File: src/rtl/jimktrains_vslc_pkg.sv
// Shared constants and types for the very simple logic controller.
// No logic of its own; opcodes, SPI framing, timer/servo constants and pin map.
// Types carry single-cycle command pulses from exec to the timer/servo blocks.
package vslc_pkg;

  // Opcodes live in byte[7:4]
  localparam logic [3:0] OP_NOP      = 4'h0;
  localparam logic [3:0] OP_PUSH_IN  = 4'h1;
  localparam logic [3:0] OP_PUSH_OUT = 4'h2;
  localparam logic [3:0] OP_STORE    = 4'h3;
  localparam logic [3:0] OP_AND      = 4'h4;
  localparam logic [3:0] OP_OR       = 4'h5;
  localparam logic [3:0] OP_XOR      = 4'h6;
  localparam logic [3:0] OP_NOT      = 4'h7;
  localparam logic [3:0] OP_PUSH_LIT = 4'h8;
  localparam logic [3:0] OP_DUP      = 4'h9;
  localparam logic [3:0] OP_DROP     = 4'hA;
  localparam logic [3:0] OP_TON      = 4'hB;
  localparam logic [3:0] OP_SERVO    = 4'hC;
  localparam logic [3:0] OP_END      = 4'hF;

  // SPI flash READ command, followed by a 24-bit zero address
  localparam logic [7:0] SPI_CMD_READ  = 8'h03;
  localparam int         SPI_ADDR_BITS = 24;

  // Servo frame: 200 ticks, pulse width depends on the 1-bit position
  localparam int SERVO_PERIOD  = 200;
  localparam int SERVO_PULSE_0 = 10;
  localparam int SERVO_PULSE_1 = 20;

  // uio pin map
  localparam int         UIO_CS_N   = 0;
  localparam int         UIO_MOSI   = 1;
  localparam int         UIO_MISO   = 2;
  localparam int         UIO_SCK    = 3;
  localparam int         UIO_SERVO0 = 4;
  localparam int         UIO_SERVO1 = 5;
  localparam logic [7:0] UIO_OE     = 8'h3B;

  typedef enum logic [1:0] {
    S_IDLE,
    S_CMD,
    S_ADDR,
    S_STREAM
  } fetch_state_t;

  typedef struct packed {
    logic       vld;
    logic [1:0] idx;
    logic [1:0] sel;
    logic       en;
  } timer_cmd_t;

  typedef struct packed {
    logic vld;
    logic idx;
    logic pos;
  } servo_cmd_t;

  // Timer preset table selected by byte[3:2]
  function automatic logic [7:0] timer_preset(input logic [1:0] sel);
    logic [7:0] p;
    case (sel)
      2'd0:    p = 8'd10;
      2'd1:    p = 8'd50;
      2'd2:    p = 8'd100;
      default: p = 8'd250;
    endcase
    return p;
  endfunction

endpackage

File: src/rtl/jimktrains_vslc_core.sv
// SPI instruction fetch (mode 0 READ from address 0), timers, servos and executor.
// Latency: byte executes one clock after its 8th MISO sample; END returns to IDLE.
// No backpressure: SCK free-runs while streaming and execution never stalls it.
module vslc_core
  import vslc_pkg::*;
#(
  parameter int SPI_CLK_DIV   = 4,
  parameter int TIMER_CLK_DIV = 9999,
  parameter int SERVO_CLK_DIV = 999
) (
  input  logic       clk,
  input  logic       rst_n,
  input  logic [7:0] ui_in,
  input  logic       miso,
  output logic [7:0] uo_out,
  output logic       cs_n,
  output logic       mosi,
  output logic       sck,
  output logic [1:0] servo
);

  fetch_state_t    state, state_nxt;
  logic            idle_cnt;
  logic [15:0]     spi_div;
  logic [4:0]      bit_cnt;
  logic [31:0]     tx_sr;
  logic [6:0]      rx_sr;
  logic [2:0]      rx_cnt;
  logic            byte_vld;
  logic [7:0]      byte_dat;
  logic            spi_edge, spi_rise, spi_fall;
  logic            end_scan;
  timer_cmd_t      timer_cmd;
  servo_cmd_t      servo_cmd;
  logic [15:0]     timer_div, servo_div;
  logic            timer_tick, servo_tick;
  logic [3:0]      tmr_en;
  logic [3:0][7:0] tmr_cnt;
  logic [3:0][1:0] tmr_sel;
  logic [7:0]      servo_cnt;
  logic [1:0]      pos_pend, pos_act;

  assign spi_edge   = (state != S_IDLE) && (spi_div == 16'(SPI_CLK_DIV));
  assign spi_rise   = spi_edge && !sck;
  assign spi_fall   = spi_edge && sck;
  assign timer_tick = (timer_div == 16'(TIMER_CLK_DIV));
  assign servo_tick = (servo_div == 16'(SERVO_CLK_DIV));
  assign cs_n       = (state == S_IDLE);
  assign mosi       = tx_sr[31];

  // Free-running tick prescalers for timers and servos
  always_ff @(posedge clk) begin
    if (!rst_n) begin
      timer_div <= '0;
      servo_div <= '0;
    end else begin
      timer_div <= timer_tick ? '0 : timer_div + 16'd1;
      servo_div <= servo_tick ? '0 : servo_div + 16'd1;
    end
  end

  // Fetch FSM state register
  always_ff @(posedge clk) begin
    if (!rst_n) state <= S_IDLE;
    else        state <= state_nxt;
  end

  // Fetch FSM next state: command and address phases counted on SCK falls
  always_comb begin
    state_nxt = state;
    case (state)
      S_IDLE:   if (idle_cnt) state_nxt = S_CMD;
      S_CMD:    if (spi_fall && bit_cnt == 5'd7) state_nxt = S_ADDR;
      S_ADDR:   if (spi_fall && bit_cnt == 5'(8 + SPI_ADDR_BITS - 1)) state_nxt = S_STREAM;
      S_STREAM: ;
      default:  state_nxt = S_IDLE;
    endcase
    if (end_scan) state_nxt = S_IDLE;
  end

  // SPI shift datapath: MOSI moves on SCK fall, MISO sampled on SCK rise
  always_ff @(posedge clk) begin
    if (!rst_n || end_scan) begin
      idle_cnt <= 1'b0;
      spi_div  <= '0;
      sck      <= 1'b0;
      bit_cnt  <= '0;
      tx_sr    <= {SPI_CMD_READ, 24'h0};
      rx_sr    <= '0;
      rx_cnt   <= '0;
      byte_vld <= 1'b0;
      byte_dat <= '0;
    end else if (state == S_IDLE) begin
      idle_cnt <= ~idle_cnt;
    end else begin
      spi_div  <= spi_edge ? '0 : spi_div + 16'd1;
      byte_vld <= 1'b0;
      if (spi_edge) sck <= ~sck;
      if (spi_fall && state != S_STREAM) begin
        tx_sr   <= {tx_sr[30:0], 1'b0};
        bit_cnt <= bit_cnt + 5'd1;
      end
      if (spi_rise && state == S_STREAM) begin
        rx_sr  <= {rx_sr[5:0], miso};
        rx_cnt <= rx_cnt + 3'd1;
        if (rx_cnt == 3'd7) begin
          byte_vld <= 1'b1;
          byte_dat <= {rx_sr, miso};
        end
      end
    end
  end

  vslc_exec exec (
    .clk       (clk),
    .rst_n     (rst_n),
    .byte_vld  (byte_vld),
    .byte_dat  (byte_dat),
    .ui_in     (ui_in),
    .timer_cnt (tmr_cnt),
    .uo_out    (uo_out),
    .end_scan  (end_scan),
    .timer_cmd (timer_cmd),
    .servo_cmd (servo_cmd)
  );

  // On-delay timers: count while enabled, saturate at preset, clear on disable
  always_ff @(posedge clk) begin
    if (!rst_n) begin
      tmr_en  <= '0;
      tmr_cnt <= '0;
      tmr_sel <= '0;
    end else begin
      for (int i = 0; i < 4; i++) begin
        if (timer_tick && tmr_en[i] && tmr_cnt[i] < timer_preset(tmr_sel[i]))
          tmr_cnt[i] <= tmr_cnt[i] + 8'd1;
      end
      if (timer_cmd.vld) begin
        if (timer_cmd.en) begin
          tmr_en[timer_cmd.idx]  <= 1'b1;
          tmr_sel[timer_cmd.idx] <= timer_cmd.sel;
        end else begin
          tmr_en[timer_cmd.idx]  <= 1'b0;
          tmr_cnt[timer_cmd.idx] <= '0;
        end
      end
    end
  end

  // Servo frame counter; new positions are adopted only at frame start
  always_ff @(posedge clk) begin
    if (!rst_n) begin
      servo_cnt <= '0;
      pos_pend  <= '0;
      pos_act   <= '0;
    end else begin
      if (servo_cmd.vld) pos_pend[servo_cmd.idx] <= servo_cmd.pos;
      if (servo_tick) begin
        if (servo_cnt == 8'(SERVO_PERIOD - 1)) begin
          servo_cnt <= '0;
          pos_act   <= pos_pend;
        end else begin
          servo_cnt <= servo_cnt + 8'd1;
        end
      end
    end
  end

  // Pulse outputs decoded from the frame counter
  always_comb begin
    servo = '0;
    for (int i = 0; i < 2; i++)
      servo[i] = servo_cnt < (pos_act[i] ? 8'(SERVO_PULSE_1) : 8'(SERVO_PULSE_0));
  end

endmodule

File: src/rtl/jimktrains_vslc_exec.sv
// Instruction executor: 16-deep 1-bit stack, output latch, timer/servo commands.
// Latency: one clock per instruction; state updates on the clock after byte_vld rises.
// No backpressure: every valid byte is consumed the cycle it is presented.
module vslc_exec
  import vslc_pkg::*;
(
  input  logic            clk,
  input  logic            rst_n,
  input  logic            byte_vld,
  input  logic [7:0]      byte_dat,
  input  logic [7:0]      ui_in,
  input  logic [3:0][7:0] timer_cnt,
  output logic [7:0]      uo_out,
  output logic            end_scan,
  output timer_cmd_t      timer_cmd,
  output servo_cmd_t      servo_cmd
);

  reg   [15:0] stack;
  logic [15:0] stack_nxt;
  logic [7:0]  uo_nxt;
  logic [3:0]  op;
  logic [2:0]  n;
  logic        tos;
  logic        nos;

  assign op  = byte_dat[7:4];
  assign n   = byte_dat[2:0];
  assign tos = stack[0];
  assign nos = stack[1];

  // Decode the current byte into next stack/output values and side commands
  always_comb begin
    stack_nxt = stack;
    uo_nxt    = uo_out;
    timer_cmd = '0;
    servo_cmd = '0;
    end_scan  = byte_vld && (op == OP_END);
    case (op)
      OP_PUSH_IN:  stack_nxt = {stack[14:0], ui_in[n]};
      OP_PUSH_OUT: stack_nxt = {stack[14:0], uo_out[n]};
      OP_STORE: begin
        uo_nxt[n] = tos;
        stack_nxt = {1'b0, stack[15:1]};
      end
      OP_AND:      stack_nxt = {1'b0, stack[15:2], tos & nos};
      OP_OR:       stack_nxt = {1'b0, stack[15:2], tos | nos};
      OP_XOR:      stack_nxt = {1'b0, stack[15:2], tos ^ nos};
      OP_NOT:      stack_nxt[0] = ~tos;
      OP_PUSH_LIT: stack_nxt = {stack[14:0], byte_dat[0]};
      OP_DUP:      stack_nxt = {stack[14:0], tos};
      OP_DROP:     stack_nxt = {1'b0, stack[15:1]};
      OP_TON: begin
        // Done is reported from the counter value before any same-cycle tick;
        // a disabled rung reports not-done straight away.
        stack_nxt[0]  = tos & (timer_cnt[byte_dat[1:0]] == timer_preset(byte_dat[3:2]));
        timer_cmd.vld = byte_vld;
        timer_cmd.idx = byte_dat[1:0];
        timer_cmd.sel = byte_dat[3:2];
        timer_cmd.en  = tos;
      end
      OP_SERVO: begin
        stack_nxt     = {1'b0, stack[15:1]};
        servo_cmd.vld = byte_vld;
        servo_cmd.idx = byte_dat[0];
        servo_cmd.pos = tos;
      end
      default: ;
    endcase
  end

  // Commit the decoded instruction; END leaves the stack untouched
  always_ff @(posedge clk) begin
    if (!rst_n) begin
      stack  <= '0;
      uo_out <= '0;
    end else if (byte_vld) begin
      stack  <= stack_nxt;
      uo_out <= uo_nxt;
    end
  end

endmodule

File: src/rtl/jimktrains_vslc.sv
// TinyTapeout wrapper for the very simple logic controller: pin mapping only.
// Latency: none added; all outputs come straight from the core.
// No backpressure: the tile runs continuously; ena is not used.
module jimktrains_vslc
  import vslc_pkg::*;
#(
  parameter int SPI_CLK_DIV   = 4,
  parameter int TIMER_CLK_DIV = 9999,
  parameter int SERVO_CLK_DIV = 999
) (
  input  logic       clk,
  input  logic       rst_n,
  input  logic       ena,
  input  logic [7:0] ui_in,
  output logic [7:0] uo_out,
  input  logic [7:0] uio_in,
  output logic [7:0] uio_out,
  output logic [7:0] uio_oe
);

  logic       cs_n;
  logic       mosi;
  logic       sck;
  logic [1:0] servo;
  logic       unused_inputs;

  vslc_core #(
    .SPI_CLK_DIV   (SPI_CLK_DIV),
    .TIMER_CLK_DIV (TIMER_CLK_DIV),
    .SERVO_CLK_DIV (SERVO_CLK_DIV)
  ) core (
    .clk    (clk),
    .rst_n  (rst_n),
    .ui_in  (ui_in),
    .miso   (uio_in[UIO_MISO]),
    .uo_out (uo_out),
    .cs_n   (cs_n),
    .mosi   (mosi),
    .sck    (sck),
    .servo  (servo)
  );

  // Map core signals onto the bidirectional pins
  always_comb begin
    uio_out             = '0;
    uio_out[UIO_CS_N]   = cs_n;
    uio_out[UIO_MOSI]   = mosi;
    uio_out[UIO_SCK]    = sck;
    uio_out[UIO_SERVO0] = servo[0];
    uio_out[UIO_SERVO1] = servo[1];
  end

  assign uio_oe        = UIO_OE;
  assign unused_inputs = ^{ena, uio_in[7:3], uio_in[1:0]};

endmodule

File: config.mk
export PLATFORM = sky130hd
export DESIGN_NAME = jimktrains_vslc
export DESIGN_NICKNAME = d
export VERILOG_FILES = /design/src/rtl/jimktrains_vslc_pkg.sv /design/src/rtl/jimktrains_vslc_core.sv /design/src/rtl/jimktrains_vslc_exec.sv /design/src/rtl/jimktrains_vslc.sv
export SDC_FILE = /design/constraint.sdc
export NUM_CORES = 1
export LEC_CHECK = 0
export BUFFER_PORTS_ARGS = -buffer_cell sky130_fd_sc_hd__buf_2
export CAP_MARGIN = 20
export CORE_UTILIZATION = 35
export DETAILED_ROUTE_END_ITERATION = 10
export HOLD_SLACK_MARGIN = 0.08
export SLEW_MARGIN = 40
export SYNTH_ARGS = -nofsm -noshare
export SYNTH_HDL_FRONTEND = slang
export SYNTH_SLANG_ARGS = --single-unit
File: constraint.sdc
create_clock -name clk -period 2.85 [get_ports clk]
set_clock_uncertainty 0.1 [all_clocks]
set_input_delay 0.57 -clock clk [delete_from_list [all_inputs] [get_ports clk]]
set_output_delay 0.57 -clock clk [all_outputs]
set_load 0.02 [all_outputs]
==> metrics.cfg <==
[status]
status = finished clean

[synth]
netlist_top_cells_count = dfxtp_1, nor2_1, nand2_1
ys_seq_elements = 164
syn_area_um2 = 8967
synth_async_sr_flop_share = 0
synth_area_leaders = dfxtp_1, ha_1, mux2i_1
ys_types = 65
synth_cells = 1018
synth_most_common_cell = dfxtp_1
synth_flop_cell = dfxtp_1
synth_edf_count = 0
netlist.top_cell.by_area = dfxtp_1
ys_warn_count = 0
synth_area_per_cell_um2 = 8.809
synth_top_area_frac = 0.3661
ys_seq_area_frac = 0.3661

[layout]
fin_nets = 1124
final_cells = 1378
final_core_util = 0.4012
area_growth_pct = 12.67
layout-drive-gt1-share = 0.09637
n_antenna_cell = 0

[floorplanning]
dieArea_um2 = 26270
rows = 58
die_w_um = 162.1
start_util = 0.3561
core_um2 = 25180
io_pins = 43
fp.dieH_um = 162.1

[clock_network]
cts_inserted_buffers = 17
clockBufferDepth = 2
cts.sinks = 164
path_clk_slew_ns = 0.07
cts_hold_buf = 0
h-tree-depth = 4
cts_root_buffer = clkbuf_16
clk_latency_ns = 0.43
cts_tree = built
post_cts_buffers = 0

[routing]
drc = 0
vias = 6864
drt_wl_total_um = 17830
ant_nets = 0
wl_per_cell_um = 12.94
viasPerCell = 4.981
drt_first_iter_violations = 326
first_pass_iters = 5

[place]
gp_congestion = 0.8238
hpwl_um = 12740
dp_cells = 1346
port_buffers = 23

[sta]
setup_viol_count_final = 0
relSlewSlack = 0.5744
max_slew.worst_pin.slew_ns = 0.6341
fin_crit_sh = 0.9212
fmax_mhz = 380.9
holdWs_ns = 0.3203
hold_violations = 0
fin_crit_ns = 2.625
fin_tns_setup_ns = 0
grt_setup_unrepaired = no
slew_violations = 0

[grt]
grtUsageTotal = 0.1428
first_global_vias = 6439
antenna_found_initial = 0
overflow = 0
grt_pass1_wl_um = 30710
grt_max_degree = 39

[setup_path]
slowest_delay_ns = 0.38
ff2ff_path_depth = 10
arrival_ns = 1.96
crit_path_end_kind = output port
crit_path_max_fanout = 4
path_cells = inv_1, ha_1, o21a_1, o21ai_0, nand2b_1, a211oi_1, buf_2
cp.required_ns = 2.18
r2r_start = core.tmr_sel[6]$_SDFFE_PN0P_
crit_type = flop to output port
regToRegEndpoint = core.tmr_cnt[30]$_SDFF_PN0_
ff2ff_setup_slack_ns = 0.29
cp-start-kind = flop
crit_path_top_delay_cell = dfxtp_1

[power_and_ir_drop]
pwr_density_cell_nw_per_um2 = 530.2
peakVddDrop_mv = 0.3765
fin_total_pwr_w = 0.005357
p_leak_nw = 3.881

[min_path]
hold_path.class = input port to flop
whs_path_depth = 3
hold_end = core.rx_sr[0]$_SDFFE_PP0P_
hp-start = uio_in[2]

[flow_run]
cap_violations = 0

## critical path, delay by kind of cell (launching register included)
kind / cells / cell delay, ns
flops: 1 / 0.38
simple gates: 1 / 0.08
compound gates: 3 / 0.49
buf+inv: 2 / 0.30
fa+ha+maj: 1 / 0.29
## layout by cell type (no fill, tap or decap), types with 11 or more instances in the layout
| master | netlist | final |
|---|---|---|
| dfxtp_1 | 164 | 164 |
| nor2_1 | 128 | 128 |
| nand2_1 | 99 | 99 |
| ha_1 | 70 | 70 |
| mux2i_1 | 56 | 56 |
| xnor2_1 | 54 | 54 |
| a21oi_1 | 46 | 45 |
| inv_1 | 40 | 40 |
| nand3_1 | 36 | 36 |
| nor2b_1 | 29 | 29 |
| xor2_1 | 28 | 28 |
| buf_2 | 7 | 23 |
| buf_4 | 14 | 20 |
| nand4_1 | 19 | 19 |
| o21ai_0 | 18 | 17 |
| clkbuf_16 | 0 | 17 |
| nor3_1 | 15 | 15 |
| o211a_1 | 14 | 14 |
| and3_1 | 13 | 13 |
| nor4_1 | 13 | 13 |
| nor4b_1 | 12 | 12 |
| conb_1 | 2 | 11 |
## worst max path at each step
stage                                  from                          end  cells past startpoint
2_1_floorplan    core.state[0]$_SDFFE_PP0P_   core.state[1]$_SDFFE_PP0P_                      8
3_3_place_gp   core.tmr_sel[6]$_SDFFE_PN0P_  core.tmr_cnt[31]$_SDFF_PN0_                     10
3_5_place_dp   core.tmr_sel[6]$_SDFFE_PN0P_  core.tmr_cnt[31]$_SDFF_PN0_                     10
4_1_cts        core.pos_act[0]$_SDFFE_PN0P_                   uio_out[4]                      7
5_1_grt        core.pos_act[0]$_SDFFE_PN0P_                   uio_out[4]                      7
6_report       core.pos_act[1]$_SDFFE_PN0P_                   uio_out[5]                      7
## metrics by stage
step / setup WS [ns] / cell area, um^2
finish: 0.2246 / 10100
global route: 0.04132 / 10100
floorplan: 0.4253 / 9001
CTS: 0.2058 / 10100
global placement: 0.2839 / 9423
detailed placement: 0.2836 / 9423
## metal layers
| metal | vias to the layer above | share of wire | GRT usage | routed length (um) |
|---|---|---|---|---|
| met3 | 14 | 0.026 | 0.02068 | 466 |
| met5 | - | 0 | 0 | 0 |
| met1 | 3249 | 0.48 | 0.1826 | 8599 |
| met2 | 61 | 0.48 | 0.2433 | 8519 |
| li1 | 3540 | - | - | - |
| met4 | 0 | 0.014 | 0.05146 | 242 |
## layout make-up
type                    count  area [um^2]
clock buffers              18        439.2
clock inverters            14        234.0
fillers                  2480        15080
inverters                  40        150.1
multi-input cells         769         5319
flip-flops and latches    164         3283
well taps                 330        412.9
repair buffers             43        265.3
## flip-flops by register name (all words and copies together) (netlist names), 16 cells and up, named ones only
signal and flops:
core.tmr_cnt 32, core.exec.stack 16, core.servo_div 16, core.spi_div 16
core.timer_div 16
## what timing repair did
action,in CTS,in global routing
hold endpoints to repair,0,0
gates resized for setup,0,1
endpoints found under the setup margin,0,1
## report_power, final
| part | internal (W) | switching (W) |
|---|---|---|
| clock network | 0.00161 | 0.00102 |
| logic | 0.000162 | 0.000204 |
| registers | 0.00233 | 0.0000366 |
## kinds of logic after synthesis
| logic type | count (synthesis) | synth area share |
|---|---|---|
| muxes | 62 | 0.07632 |
| and+or+nand+nor | 418 | 0.2351 |
| other | 2 | 0.0008375 |
| buffers and inverters | 94 | 0.04618 |
| DFF | 164 | 0.3661 |
| AOI/OAI and AO/OA | 126 | 0.09767 |
| adders and majority gates | 70 | 0.09767 |
| xor gates and xnor gates | 82 | 0.08009 |
No activity file was read; power rests on OpenSTA's default activity.
